## config.mk

```make
export PLATFORM = sky130hd
export DESIGN_NAME = alu_ctrl_pipe
export DESIGN_NICKNAME = d
export VERILOG_FILES = /design/src/rtl/alu_ctrl_pipe_pkg.sv /design/src/rtl/alu_ctrl_pipe_md.sv /design/src/rtl/alu_ctrl_pipe.sv
export SDC_FILE = /design/constraint.sdc
export NUM_CORES = 1
export LEC_CHECK = 0
export BUFFER_PORTS_ARGS = -buffer_cell sky130_fd_sc_hd__buf_2
export CAP_MARGIN = 20
export CORE_MARGIN = 1.5
export CORE_UTILIZATION = 49
export DETAILED_ROUTE_END_ITERATION = 10
export PLACE_DENSITY = 0.75
export SYNTH_ARGS = -nofsm -noshare
export SYNTH_HDL_FRONTEND = slang
export SYNTH_SLANG_ARGS = --single-unit
```

## constraint.sdc

```tcl
create_clock -name clk -period 1.64 [get_ports clk]
set_input_delay 0.328 -clock clk [delete_from_list [all_inputs] [get_ports clk]]
set_output_delay 0.328 -clock clk [all_outputs]
set_load 0.1 [all_outputs]
```

## src/rtl/alu_ctrl_pipe_pkg.sv

```systemverilog
// Shared constants for the ALU-control decoder: MIPS op/funct fields, EXE_*_OP codes,
// and the combinational decode function used by the registered stage.
package alu_ctrl_pipe_pkg;

  localparam logic [5:0] OP_SPECIAL = 6'b000000;

  localparam logic [5:0] F_SLL  = 6'b000000, F_SRL  = 6'b000010, F_SRA   = 6'b000011;
  localparam logic [5:0] F_SLLV = 6'b000100, F_SRLV = 6'b000110, F_SRAV  = 6'b000111;
  localparam logic [5:0] F_JR   = 6'b001000, F_JALR = 6'b001001;
  localparam logic [5:0] F_MULT = 6'b011000, F_MULTU = 6'b011001;
  localparam logic [5:0] F_DIV  = 6'b011010, F_DIVU  = 6'b011011;
  localparam logic [5:0] F_ADD  = 6'b100000, F_ADDU = 6'b100001, F_SUB  = 6'b100010;
  localparam logic [5:0] F_SUBU = 6'b100011, F_AND  = 6'b100100, F_OR   = 6'b100101;
  localparam logic [5:0] F_XOR  = 6'b100110, F_NOR  = 6'b100111, F_SLT  = 6'b101010;
  localparam logic [5:0] F_SLTU = 6'b101011;

  localparam logic [5:0] OP_J    = 6'b000010, OP_JAL   = 6'b000011;
  localparam logic [5:0] OP_BEQ  = 6'b000100, OP_BNE   = 6'b000101;
  localparam logic [5:0] OP_ADDI = 6'b001000, OP_ADDIU = 6'b001001;
  localparam logic [5:0] OP_SLTI = 6'b001010, OP_SLTIU = 6'b001011;
  localparam logic [5:0] OP_ANDI = 6'b001100, OP_ORI   = 6'b001101;
  localparam logic [5:0] OP_XORI = 6'b001110, OP_LUI   = 6'b001111;
  localparam logic [5:0] OP_LB   = 6'b100000, OP_LH    = 6'b100001, OP_LW  = 6'b100011;
  localparam logic [5:0] OP_LBU  = 6'b100100, OP_LHU   = 6'b100101;
  localparam logic [5:0] OP_SB   = 6'b101000, OP_SH    = 6'b101001, OP_SW  = 6'b101011;

  localparam logic [7:0] EXE_AND_OP  = 8'h24, EXE_OR_OP   = 8'h25, EXE_XOR_OP  = 8'h26;
  localparam logic [7:0] EXE_NOR_OP  = 8'h27, EXE_SLT_OP  = 8'h2A, EXE_SLTU_OP = 8'h2B;
  localparam logic [7:0] EXE_ADD_OP  = 8'h20, EXE_ADDU_OP = 8'h21, EXE_SUB_OP  = 8'h22;
  localparam logic [7:0] EXE_SUBU_OP = 8'h23, EXE_SLL_OP  = 8'h7C, EXE_SRL_OP  = 8'h02;
  localparam logic [7:0] EXE_SRA_OP  = 8'h03, EXE_SLLV_OP = 8'h04, EXE_SRLV_OP = 8'h06;
  localparam logic [7:0] EXE_SRAV_OP = 8'h07, EXE_MULT_OP = 8'h18, EXE_MULTU_OP = 8'h19;
  localparam logic [7:0] EXE_DIV_OP  = 8'h1A, EXE_DIVU_OP = 8'h1B;
  localparam logic [7:0] EXE_JR_OP   = 8'h08, EXE_JALR_OP = 8'h09;
  localparam logic [7:0] EXE_ANDI_OP = 8'h59, EXE_ORI_OP  = 8'h5A, EXE_XORI_OP = 8'h5B;
  localparam logic [7:0] EXE_LUI_OP  = 8'h5C, EXE_ADDI_OP = 8'h55, EXE_ADDIU_OP = 8'h56;
  localparam logic [7:0] EXE_SLTI_OP = 8'h57, EXE_SLTIU_OP = 8'h58;
  localparam logic [7:0] EXE_LB_OP   = 8'hE0, EXE_LBU_OP  = 8'hE4, EXE_LH_OP   = 8'hE1;
  localparam logic [7:0] EXE_LHU_OP  = 8'hE5, EXE_LW_OP   = 8'hE3, EXE_SB_OP   = 8'hE8;
  localparam logic [7:0] EXE_SH_OP   = 8'hE9, EXE_SW_OP   = 8'hEB;
  localparam logic [7:0] EXE_J_OP    = 8'h4F, EXE_JAL_OP  = 8'h50;
  localparam logic [7:0] EXE_BEQ_OP  = 8'h51, EXE_BNE_OP  = 8'h52;

  typedef struct packed {
    logic [7:0] ctrl;
    logic       muldiv;
    logic       is_div;
    logic       ri;
  } dec_t;

  function automatic dec_t decode(input logic [5:0] op, input logic [5:0] funct);
    dec_t d;
    d = '{ctrl: EXE_ADDU_OP, muldiv: 1'b0, is_div: 1'b0, ri: 1'b0};
    if (op == OP_SPECIAL) begin
      case (funct)
        F_AND:   d.ctrl = EXE_AND_OP;
        F_OR:    d.ctrl = EXE_OR_OP;
        F_XOR:   d.ctrl = EXE_XOR_OP;
        F_NOR:   d.ctrl = EXE_NOR_OP;
        F_SLT:   d.ctrl = EXE_SLT_OP;
        F_SLTU:  d.ctrl = EXE_SLTU_OP;
        F_ADD:   d.ctrl = EXE_ADD_OP;
        F_ADDU:  d.ctrl = EXE_ADDU_OP;
        F_SUB:   d.ctrl = EXE_SUB_OP;
        F_SUBU:  d.ctrl = EXE_SUBU_OP;
        F_SLL:   d.ctrl = EXE_SLL_OP;
        F_SRL:   d.ctrl = EXE_SRL_OP;
        F_SRA:   d.ctrl = EXE_SRA_OP;
        F_SLLV:  d.ctrl = EXE_SLLV_OP;
        F_SRLV:  d.ctrl = EXE_SRLV_OP;
        F_SRAV:  d.ctrl = EXE_SRAV_OP;
        F_JR:    d.ctrl = EXE_JR_OP;
        F_JALR:  d.ctrl = EXE_JALR_OP;
        F_MULT:  begin d.ctrl = EXE_MULT_OP;  d.muldiv = 1'b1; end
        F_MULTU: begin d.ctrl = EXE_MULTU_OP; d.muldiv = 1'b1; end
        F_DIV:   begin d.ctrl = EXE_DIV_OP;   d.muldiv = 1'b1; d.is_div = 1'b1; end
        F_DIVU:  begin d.ctrl = EXE_DIVU_OP;  d.muldiv = 1'b1; d.is_div = 1'b1; end
        default: d.ri = 1'b1;
      endcase
    end else begin
      case (op)
        OP_ANDI:  d.ctrl = EXE_ANDI_OP;
        OP_ORI:   d.ctrl = EXE_ORI_OP;
        OP_XORI:  d.ctrl = EXE_XORI_OP;
        OP_LUI:   d.ctrl = EXE_LUI_OP;
        OP_ADDI:  d.ctrl = EXE_ADDI_OP;
        OP_ADDIU: d.ctrl = EXE_ADDIU_OP;
        OP_SLTI:  d.ctrl = EXE_SLTI_OP;
        OP_SLTIU: d.ctrl = EXE_SLTIU_OP;
        OP_LB:    d.ctrl = EXE_LB_OP;
        OP_LBU:   d.ctrl = EXE_LBU_OP;
        OP_LH:    d.ctrl = EXE_LH_OP;
        OP_LHU:   d.ctrl = EXE_LHU_OP;
        OP_LW:    d.ctrl = EXE_LW_OP;
        OP_SB:    d.ctrl = EXE_SB_OP;
        OP_SH:    d.ctrl = EXE_SH_OP;
        OP_SW:    d.ctrl = EXE_SW_OP;
        OP_J:     d.ctrl = EXE_J_OP;
        OP_JAL:   d.ctrl = EXE_JAL_OP;
        OP_BEQ:   d.ctrl = EXE_BEQ_OP;
        OP_BNE:   d.ctrl = EXE_BNE_OP;
        default:  d.ri = 1'b1;
      endcase
    end
    return d;
  endfunction

endpackage

```

## src/rtl/alu_ctrl_pipe_md.sv

```systemverilog
// Mult/div occupancy counter: loaded on accept, counts down on unstalled cycles,
// and pulses done for one cycle when it reaches zero.
module md_occupancy_cnt #(
  parameter int CNT_W = 6
) (
  input  logic             clk,
  input  logic             rst,
  input  logic             load,
  input  logic [CNT_W-1:0] load_val,
  input  logic             hold,
  input  logic             clr,
  output logic             busy,
  output logic             done
);

  logic [CNT_W-1:0] cnt;

  assign busy = (cnt != '0);

  // done is cleared while held so a stall can never stretch the pulse
  always_ff @(posedge clk or posedge rst) begin
    if (rst) begin
      cnt  <= '0;
      done <= 1'b0;
    end else if (clr) begin
      cnt  <= '0;
      done <= 1'b0;
    end else if (hold) begin
      done <= 1'b0;
    end else begin
      done <= (cnt == CNT_W'(1));
      if (load)         cnt <= load_val;
      else if (busy)    cnt <= cnt - CNT_W'(1);
    end
  end

endmodule

```

## src/rtl/alu_ctrl_pipe.sv

```systemverilog
// Registered ALU-control decoder at the decode->execute boundary with valid/ready
// handshake, stall/flush, and mult/div occupancy sequencing.
module alu_ctrl_pipe
  import alu_ctrl_pipe_pkg::*;
#(
  parameter int CTRL_W     = 8,
  parameter int MUL_CYCLES = 2,
  parameter int DIV_CYCLES = 32,
  parameter int CNT_W      = 6
) (
  input  logic              clk,
  input  logic              rst,
  input  logic              in_valid,
  output logic              in_ready,
  input  logic [5:0]        op,
  input  logic [5:0]        funct,
  input  logic              stall,
  input  logic              flush,
  output logic              out_valid,
  output logic [CTRL_W-1:0] alucontrol,
  output logic              is_muldiv,
  output logic              ri_exc,
  output logic              md_busy,
  output logic              md_done
);

  dec_t dec;
  logic accept;

  always_comb dec = decode(op, funct);

  assign in_ready = !stall && !flush && !md_busy;
  assign accept   = in_valid && in_ready;

  // alucontrol keeps its last value on flush/idle; only the qualifiers are cleared
  always_ff @(posedge clk or posedge rst) begin
    if (rst) begin
      out_valid  <= 1'b0;
      alucontrol <= CTRL_W'(EXE_ADDU_OP);
      is_muldiv  <= 1'b0;
      ri_exc     <= 1'b0;
    end else if (flush) begin
      out_valid  <= 1'b0;
      is_muldiv  <= 1'b0;
      ri_exc     <= 1'b0;
    end else if (!stall) begin
      if (accept) begin
        out_valid  <= 1'b1;
        alucontrol <= CTRL_W'(dec.ctrl);
        is_muldiv  <= dec.muldiv;
        ri_exc     <= dec.ri;
      end else begin
        out_valid  <= 1'b0;
      end
    end
  end

  md_occupancy_cnt #(.CNT_W(CNT_W)) u_md_cnt (
    .clk      (clk),
    .rst      (rst),
    .load     (accept && dec.muldiv),
    .load_val (dec.is_div ? CNT_W'(DIV_CYCLES) : CNT_W'(MUL_CYCLES)),
    .hold     (stall),
    .clr      (flush),
    .busy     (md_busy),
    .done     (md_done)
  );

endmodule

```

==> flow_summary_export.csv, run 1 <==
group,metric,value,unit
placed_design,place.gp.congestion,0.942,
synth,synth_mux_area_share,1.32,%
sta,period_share,120,%
floorplan,start_util,53.0,%
power,swShare,56.3,%
floorplan,io_pins,31,
final_layout,drive_above_1_share,42.9,%
drt,num_vias,1659,
final_layout,syn2layout_area_growth,36.8,%
power,switching_power,2310,uW
placed_design,io_buffers,30,
global_routing,grt_pass1_vias,1592,
worst_setup_path,r2r_cells,5,
synth,ys_types,57,
final_layout,nFillCells,213,
power,powerDensity,1990,nW/um2
worst_setup_path,cp-start-kind,"register",
floorplan,core-area,2850,um2
synth,synth_xor_area_share,0.579,%
floorplan,fp-row-count,19,
synth,synthAdderAreaFrac,2.48,%
drt,vias_per_cell,6.17,
clock_tree,tritoncts,"yes",
sta,rsz0062_at_grt,"yes",
power,p_comb_share,75.5,%
placed_design,dpl.cell_count,258,
worst_setup_path,end_kind,"primary output",
worst_setup_path,crit_chain,"nor4_4 > and2_4 > inv_2 > nor3_4 > buf_12",
synth,synthSimpleGateAreaFrac,30.5,%
sta,slew_headroom,52.6,%
global_routing,grt.overflow.total,0,
power,clkPwrFrac,5.9,%
drt,drc,0,
power,ir_drop,1.16,mV
sta,setup_violations,7,
clock_tree,clock_sinks,18,
sta,fmax,509,MHz
status,run_status,"finished, violations left",
worst_hold_path,worst_hold_path_type,"input pin to async pin",
synth,synth_seq_cells,18,
drt,avgRoutedWirePerCell,16.6,um
worst_setup_path,crit_slowest_cell,"dfrtp_1",
clock_tree,ctsRootBufferMaster,"clkbuf_4",
floorplan,die_h,58.5,um
clock_tree,worstSkewPairLatency,310,ps
drt,dr.pass1.iters,4,
synth,postSynthAreaPerCell,8.35,um2
power,p_leak,0.000921,uW
final_layout,antenna_cells,0,
global_routing,antenna_found_initial,0,
synth,synth_edf_count,0,
synth,syn-cell-area,1510,um2
synth,synth_top_family_by_area,"simple AND/OR/NAND/NOR gates",
sta,finClkSkew,10.3,ps
sta,worst_slew_pin_slew,702,ps
sta,worst_slack,-326,ps
worst_setup_path,crit_fanout,2,
worst_setup_path,cp_data_arrival_time,1640,ps
synth,synth_ff_type,"dfrtp_1",
power,seqPwrFrac,18.6,%
synth,syn-instance-count,181,
worst_setup_path,crit_buf_inv,2,
floorplan,die_x,58.5,um
synth,ys_seq_area_share,30.0,%
clock_tree,clkTransAtPathRegs,110,ps
clock_tree,cts-buffers-inserted,3,
floorplan,die_area,3430,um2
final_layout,layout.cells.non_filler,269,
global_routing,grt_max_degree,19,
drt,antenna_left,0,
worst_setup_path,critPathKind,"register to primary output",
sta,slew_viol_final,0,
power,internal_power,1800,uW
placed_design,dpl_cell_area,1890,um2
synth,synth_compound_area_share,27.1,%
final_layout,design_area,2070,um2
sta,hold_viol,0,
global_routing,grt_pass1_wl,6890,um
synth,synth_top_cell_area_share,26.5,%
drt,drt-total-wl,4470,um
worst_setup_path,cp.depth,5,
placed_design,dpl.hpwl,3300,um
run,maxCapViolCount,0,
status,violations,"setup timing",
drt,drt_iter0_markers,81,
worst_setup_path,rr_startpoint,"u_md_cnt.cnt[5]$_DFFE_PP0P_",
worst_setup_path,max_stage_delay,420,ps
synth,synth-async-reset-ratio,100,%
clock_tree,cts.path.max_buffers,2,
worst_setup_path,worstPathRequired,1310,ps
worst_setup_path,crit_start,"u_md_cnt.cnt[5]$_DFFE_PP0P_",
final_layout,nets,259,
synth,yosysTopAreaCell,"dfrtp_1",
clock_tree,postCtsHoldBufs,0,
synth,syn_nets,201,
worst_setup_path,critPathTopFamily,"simple AND/OR/NAND/NOR gates",
global_routing,grt_use_total,26.4,%
sta,layout_min_cycle_time,1970,ps
synth,yosysWarningCount,0,
synth,synth_area_leaders,"dfrtp_1 26%, a21oi_1 6.0%, nand2_1 4.2%",
power,finalPower,4110,uW
clock_tree,htree_levels,1,
[what timing repair did]
action / in CTS / in global routing
setup endpoints to repair: 6 / 16
buffers inserted: 4 / 6
pin swaps: 6 / 5
resized for setup: 11 / 16
[power by group through the flow]
| stage | Clock [uW] | Sequential (uW) | Combinational [uW] |
|---|---|---|---|
| 5_1_grt | 268 | 786 | 3240 |
| 2_1_floorplan | 0 | 1630 | 1020 |
| 4_1_cts | 240 | 763 | 2920 |
| 3_5_place_dp | 0 | 776 | 2690 |
| 6_report | 243 | 767 | 3100 |
| 3_3_place_gp | 0 | 763 | 2630 |
[cell usage after synthesis, types with 2 or more instances]
| cell | instances |
|---|---|
| nand3_1 | 2 |
| o2111ai_1 | 2 |
| clkbuf_1 | 5 |
| nand2_1 | 17 |
| nand2b_1 | 4 |
| nor3_1 | 8 |
| a22oi_1 | 2 |
| or2_2 | 2 |
| dfstp_2 | 2 |
| and3_1 | 2 |
| dfrtp_1 | 16 |
| nor4_4 | 2 |
| inv_1 | 7 |
| ha_1 | 3 |
| nor2_1 | 15 |
| o21ai_1 | 2 |
| buf_6 | 2 |
| nor4b_1 | 2 |
| a32oi_1 | 2 |
| buf_2 | 8 |
| mux2i_1 | 2 |
| a211oi_1 | 2 |
| nor4_1 | 2 |
| nand3b_1 | 3 |
| and4_1 | 2 |
| buf_4 | 2 |
| o21ai_0 | 10 |
| or3_1 | 2 |
| a31oi_1 | 2 |
| nor2b_1 | 4 |
| o22a_1 | 2 |
| a21oi_1 | 18 |
[worst min-delay path: cells and delay by family]
kind | cells | cell delay, ps
buffers and inverters | 3 | 380
[final timing paths]
check / to / slack (ps)
min in group clk: out_valid$_DFFE_PP0P_ / 370
worst min-delay path: alucontrol[4]$_DFFE_PP0P_ / 20
worst max register to register: alucontrol[3]$_DFFE_PP0P_ / -80
max in group asynchronous: alucontrol[5]$_DFFE_PP1P_ / 1360
worst max-delay path: in_ready / -330
worst min register to register: alucontrol[0]$_DFFE_PP1P_ / 480
[layer usage]
layer,vias up,part of all wire (%),routed length [um],GRT usage (%)
met3,21,5.4,241,4.84
met1,791,41,1840,30.0
li1,777,-,-,-
met2,70,49,2210,45.9
met4,0,4.0,178,15.3
met5,-,0,0,0
[layout by cell type, fill, tap and decap left out, drive strengths merged, types with 4 or more instances in the layout]
cell type	synthesis	routed
a21oi	18	18
buf	12	69
clkbuf	5	5
dfrtp	16	16
inv	7	7
nand2	17	17
nand2b	5	5
nor2	15	15
nor2b	4	4
nor3	8	8
nor4	4	4
o21ai	12	12
[registers in the layout, summed over array words and instances, names as in the netlist]
register,count
u_md_cnt.done,1
is_muldiv,1
u_md_cnt.cnt,6
out_valid,1
ri_exc,1
alucontrol,8
[cells by family (layout without fill, tap and decap cells)]
family,count (synthesis),count (layout)
and+or+nand+nor,76,76
muxes,2,2
buffers and inverters,24,81
DFF,18,18
xor gates and xnor gates,1,1
adders and majority gates,3,3
AOI/OAI and AO/OA,57,57
[stage by stage]
step                      worst slack, ps  setup TNS [ps]  util [%]  hold slack (ps)
after floorplan                     -1010           -2150         -              265
after global placement               7.29               0      66.4              348
after detailed placement            -40.7            -110      66.4              361
after CTS                            -317            -639      69.3             33.8
after global routing                 -385           -1330      72.5             49.4
final                                -326            -796      72.5             17.5
[area by class of cell]
class,instances,area [um2],area share (%)
Multi-Input combinational cell,139,1020,49.5
Timing Repair Buffer,70,498,24.1
Sequential cell,18,454,22.0
Tap cell,31,38.8,1.88
Clock buffer,4,26.3,1.27
Inverter,7,26.3,1.27
No activity file was read; power rests on OpenSTA's default activity.
==> run 2: changes to the inputs <==
CELL_PAD_IN_SITES_DETAIL_PLACEMENT = 1   (was default)
CELL_PAD_IN_SITES_GLOBAL_PLACEMENT = 1   (was default)
CORE_UTILIZATION = 36   (was 49)
PLACE_DENSITY = default   (was 0.75)
PLACE_DENSITY_LB_ADDON = 0.1   (was default)
==> run 2 against run 1 <==
The flow still finishes with violations (setup timing). Register-to-register slack better by 40 ps. Count of clock-buffer cells in the layout is the same. Clock skew fell by 6.7 ps. First-iteration DRC count fell by 20%. Power up 2.7%. Cell count increased by 7.1%. Clock power rose by 51%. Worst hold slack improved by 50 ps. Setup slack improved by 87 ps.
==> flow_summary_export.csv, run 2 (synthesis results as in run 1) <==
group,metric,value,unit
power,ir_drop,0.867,mV
worst_setup_path,cp_data_arrival_time,1550,ps
drt,met3WireLength,96,um
drt,drt-total-wl,4690,um
run,maxCapViolCount,0,
final_layout,largest_reg_flops,8,
status,run_status,"finished, violations left",
sta,finClkSkew,3.60,ps
drt,highest_layer,"met4",
worst_setup_path,rr_startpoint,"u_md_cnt.cnt[5]$_DFFE_PP0P_",
global_routing,grt_pass1_wl,7690,um
power,swShare,54.6,%
worst_hold_path,worst_hold_path_type,"input pin to async pin",
power,p_leak,0.000933,uW
drt,antenna_left,0,
worst_setup_path,r2r_slack,-40,ps
status,violations,"setup timing",
clock_tree,ctsRootBufferMaster,"clkbuf_8",
power,powerDensity,2020,nW/um2
global_routing,grt.overflow.total,0,
drt,route.met2.wl,2540,um
sta,rsz0062_at_grt,"yes",
sta,worst_slack,-240,ps
clock_tree,cts.path.max_buffers,2,
final_layout,nets,259,
sta,fmax,532,MHz
drt,num_vias,1572,
power,p_comb_share,73.1,%
sta,slew_viol_final,0,
drt,drc,0,
final_layout,regArea,454,um2
worst_setup_path,worstPathRequired,1310,ps
floorplan,die_h,67.8,um
worst_setup_path,reg2reg_to,"alucontrol[5]$_DFFE_PP1P_",
power,switching_power,2310,uW
sta,layout_min_cycle_time,1880,ps
placed_design,place.gp.congestion,0.864,
worst_setup_path,cp-start-kind,"register",
clock_tree,tritoncts,"yes",
sta,hold_viol,0,
placed_design,dpl.hpwl,3680,um
drt,dr.pass1.iters,4,
final_layout,nFillCells,518,
final_layout,layout_common_cells,"36 x buf_4, 28 x buf_2, 17 x a21oi_1",
clock_tree,clkTransAtPathRegs,70,ps
floorplan,die_x,67.8,um
floorplan,die_area,4600,um2
global_routing,grt_pass1_vias,1645,
clock_tree,worstSkewPairLatency,260,ps
drt,avgRoutedWirePerCell,16.3,um
worst_setup_path,end_kind,"primary output",
worst_setup_path,critPathKind,"register to primary output",
power,clkPwrFrac,8.7,%
worst_setup_path,r2r_cells,6,
final_layout,top_regs,"alucontrol: 8 flops, u_md_cnt.cnt: 6 flops",
global_routing,grt_max_degree,19,
final_layout,multiInputGateArea,997,um2
clock_tree,htree_levels,1,
final_layout,syn2layout_area_growth,38.3,%
global_routing,antenna_found_initial,0,
final_layout,layout_commonest_cell,"buf_4",
floorplan,core-area,4030,um2
placed_design,io_buffers,30,
global_routing,grt_use_total,22.5,%
sta,slew_headroom,53.0,%
placed_design,pre_cts_slack,-83.9,ps
final_layout,drive_above_1_share,42.4,%
clock_tree,clock_sinks,18,
floorplan,fp-row-count,23,
sta,period_share,115,%
drt,met1_length,1930,um
floorplan,io_pins,31,
drt,vias_per_cell,5.46,
final_layout,regMostFlops,"alucontrol",
final_layout,layout.cells.non_filler,288,
sta,setup_violations,4,
final_layout,antenna_cells,0,
placed_design,dpl.cell_count,279,
drt,drt_iter0_markers,65,
sta,worst_slew_pin_slew,696,ps
floorplan,start_util,37.5,%
clock_tree,cts-buffers-inserted,3,
power,internal_power,1920,uW
power,seqPwrFrac,18.2,%
worst_setup_path,crit_fanout,2,
run 2: area by class of cell:
| type | instances | share of cell area (%) |
|---|---|---|
| clock buffer | 4 | 2.63 |
| inverter | 7 | 1.26 |
| multi-input combinational | 139 | 47.7 |
| sequential | 18 | 21.7 |
| tap | 50 | 2.99 |
| timing repair buffer | 70 | 23.7 |
run 2: repair_timing:
item,4_1_cts,5_1_grt
resized for setup,9,13
endpoints found under the setup margin,4,16
pin swaps,5,7
buffers inserted,5,3
hold buffers,0,0
run 2: how the worst max path moves through the flow:
| stage | endpoint | startpoint | depth (start not counted) | slack (ps) |
|---|---|---|---|---|
| final | in_ready | u_md_cnt.cnt[5]$_DFFE_PP0P_ | 5 | -240 |
| after global routing | in_ready | u_md_cnt.cnt[5]$_DFFE_PP0P_ | 5 | -300 |
| after CTS | in_ready | u_md_cnt.cnt[4]$_DFFE_PP0P_ | 5 | -260 |
| after detailed placement | alucontrol[0]$_DFFE_PP1P_ | funct[5] | 6 | -80 |
| after global placement | alucontrol[3]$_DFFE_PP0P_ | funct[4] | 6 | -80 |
| after floorplan | in_ready | u_md_cnt.cnt[2]$_DFFE_PP0P_ | 5 | -1010 |
run 2: through the flow:
stage | power, uW | setup TNS (ps) | instance area (um2) | hold slack (ps) | util (%)
4_1_cts | 4180 | -505 | 2040 | 79.4 | 50.7
2_1_floorplan | 2650 | -2150 | 1520 | 265 | -
3_3_place_gp | 3440 | -145 | 1930 | 353 | 48.0
5_1_grt | 4450 | -779 | 2090 | 103 | 51.9
6_report | 4220 | -479 | 2090 | 67.1 | 51.9
3_5_place_dp | 3510 | -281 | 1930 | 360 | 48.0
run 2: power groups by stage:
| stage | sequential [uW] | clock (uW) | combinational, uW |
|---|---|---|---|
| global placement | 768 | 0 | 2670 |
| floorplan | 1630 | 0 | 1020 |
| detailed placement | 786 | 0 | 2720 |
| finish | 769 | 366 | 3090 |
| global route | 788 | 385 | 3280 |
| CTS | 774 | 375 | 3030 |
run 2: critical path, stage by stage, from the launching register on:
cell and delay [ps]:
dfrtp_1 410, nor4_4 300, and2_4 190, inv_2 50
nor3_4 150, buf_12 200
run 2: layer usage:
layer	vias up	global-route usage, %
met3	9	2.17
met5	-	0
met2	28	43.3
met4	0	10.3
li1	776	-
met1	759	24.4
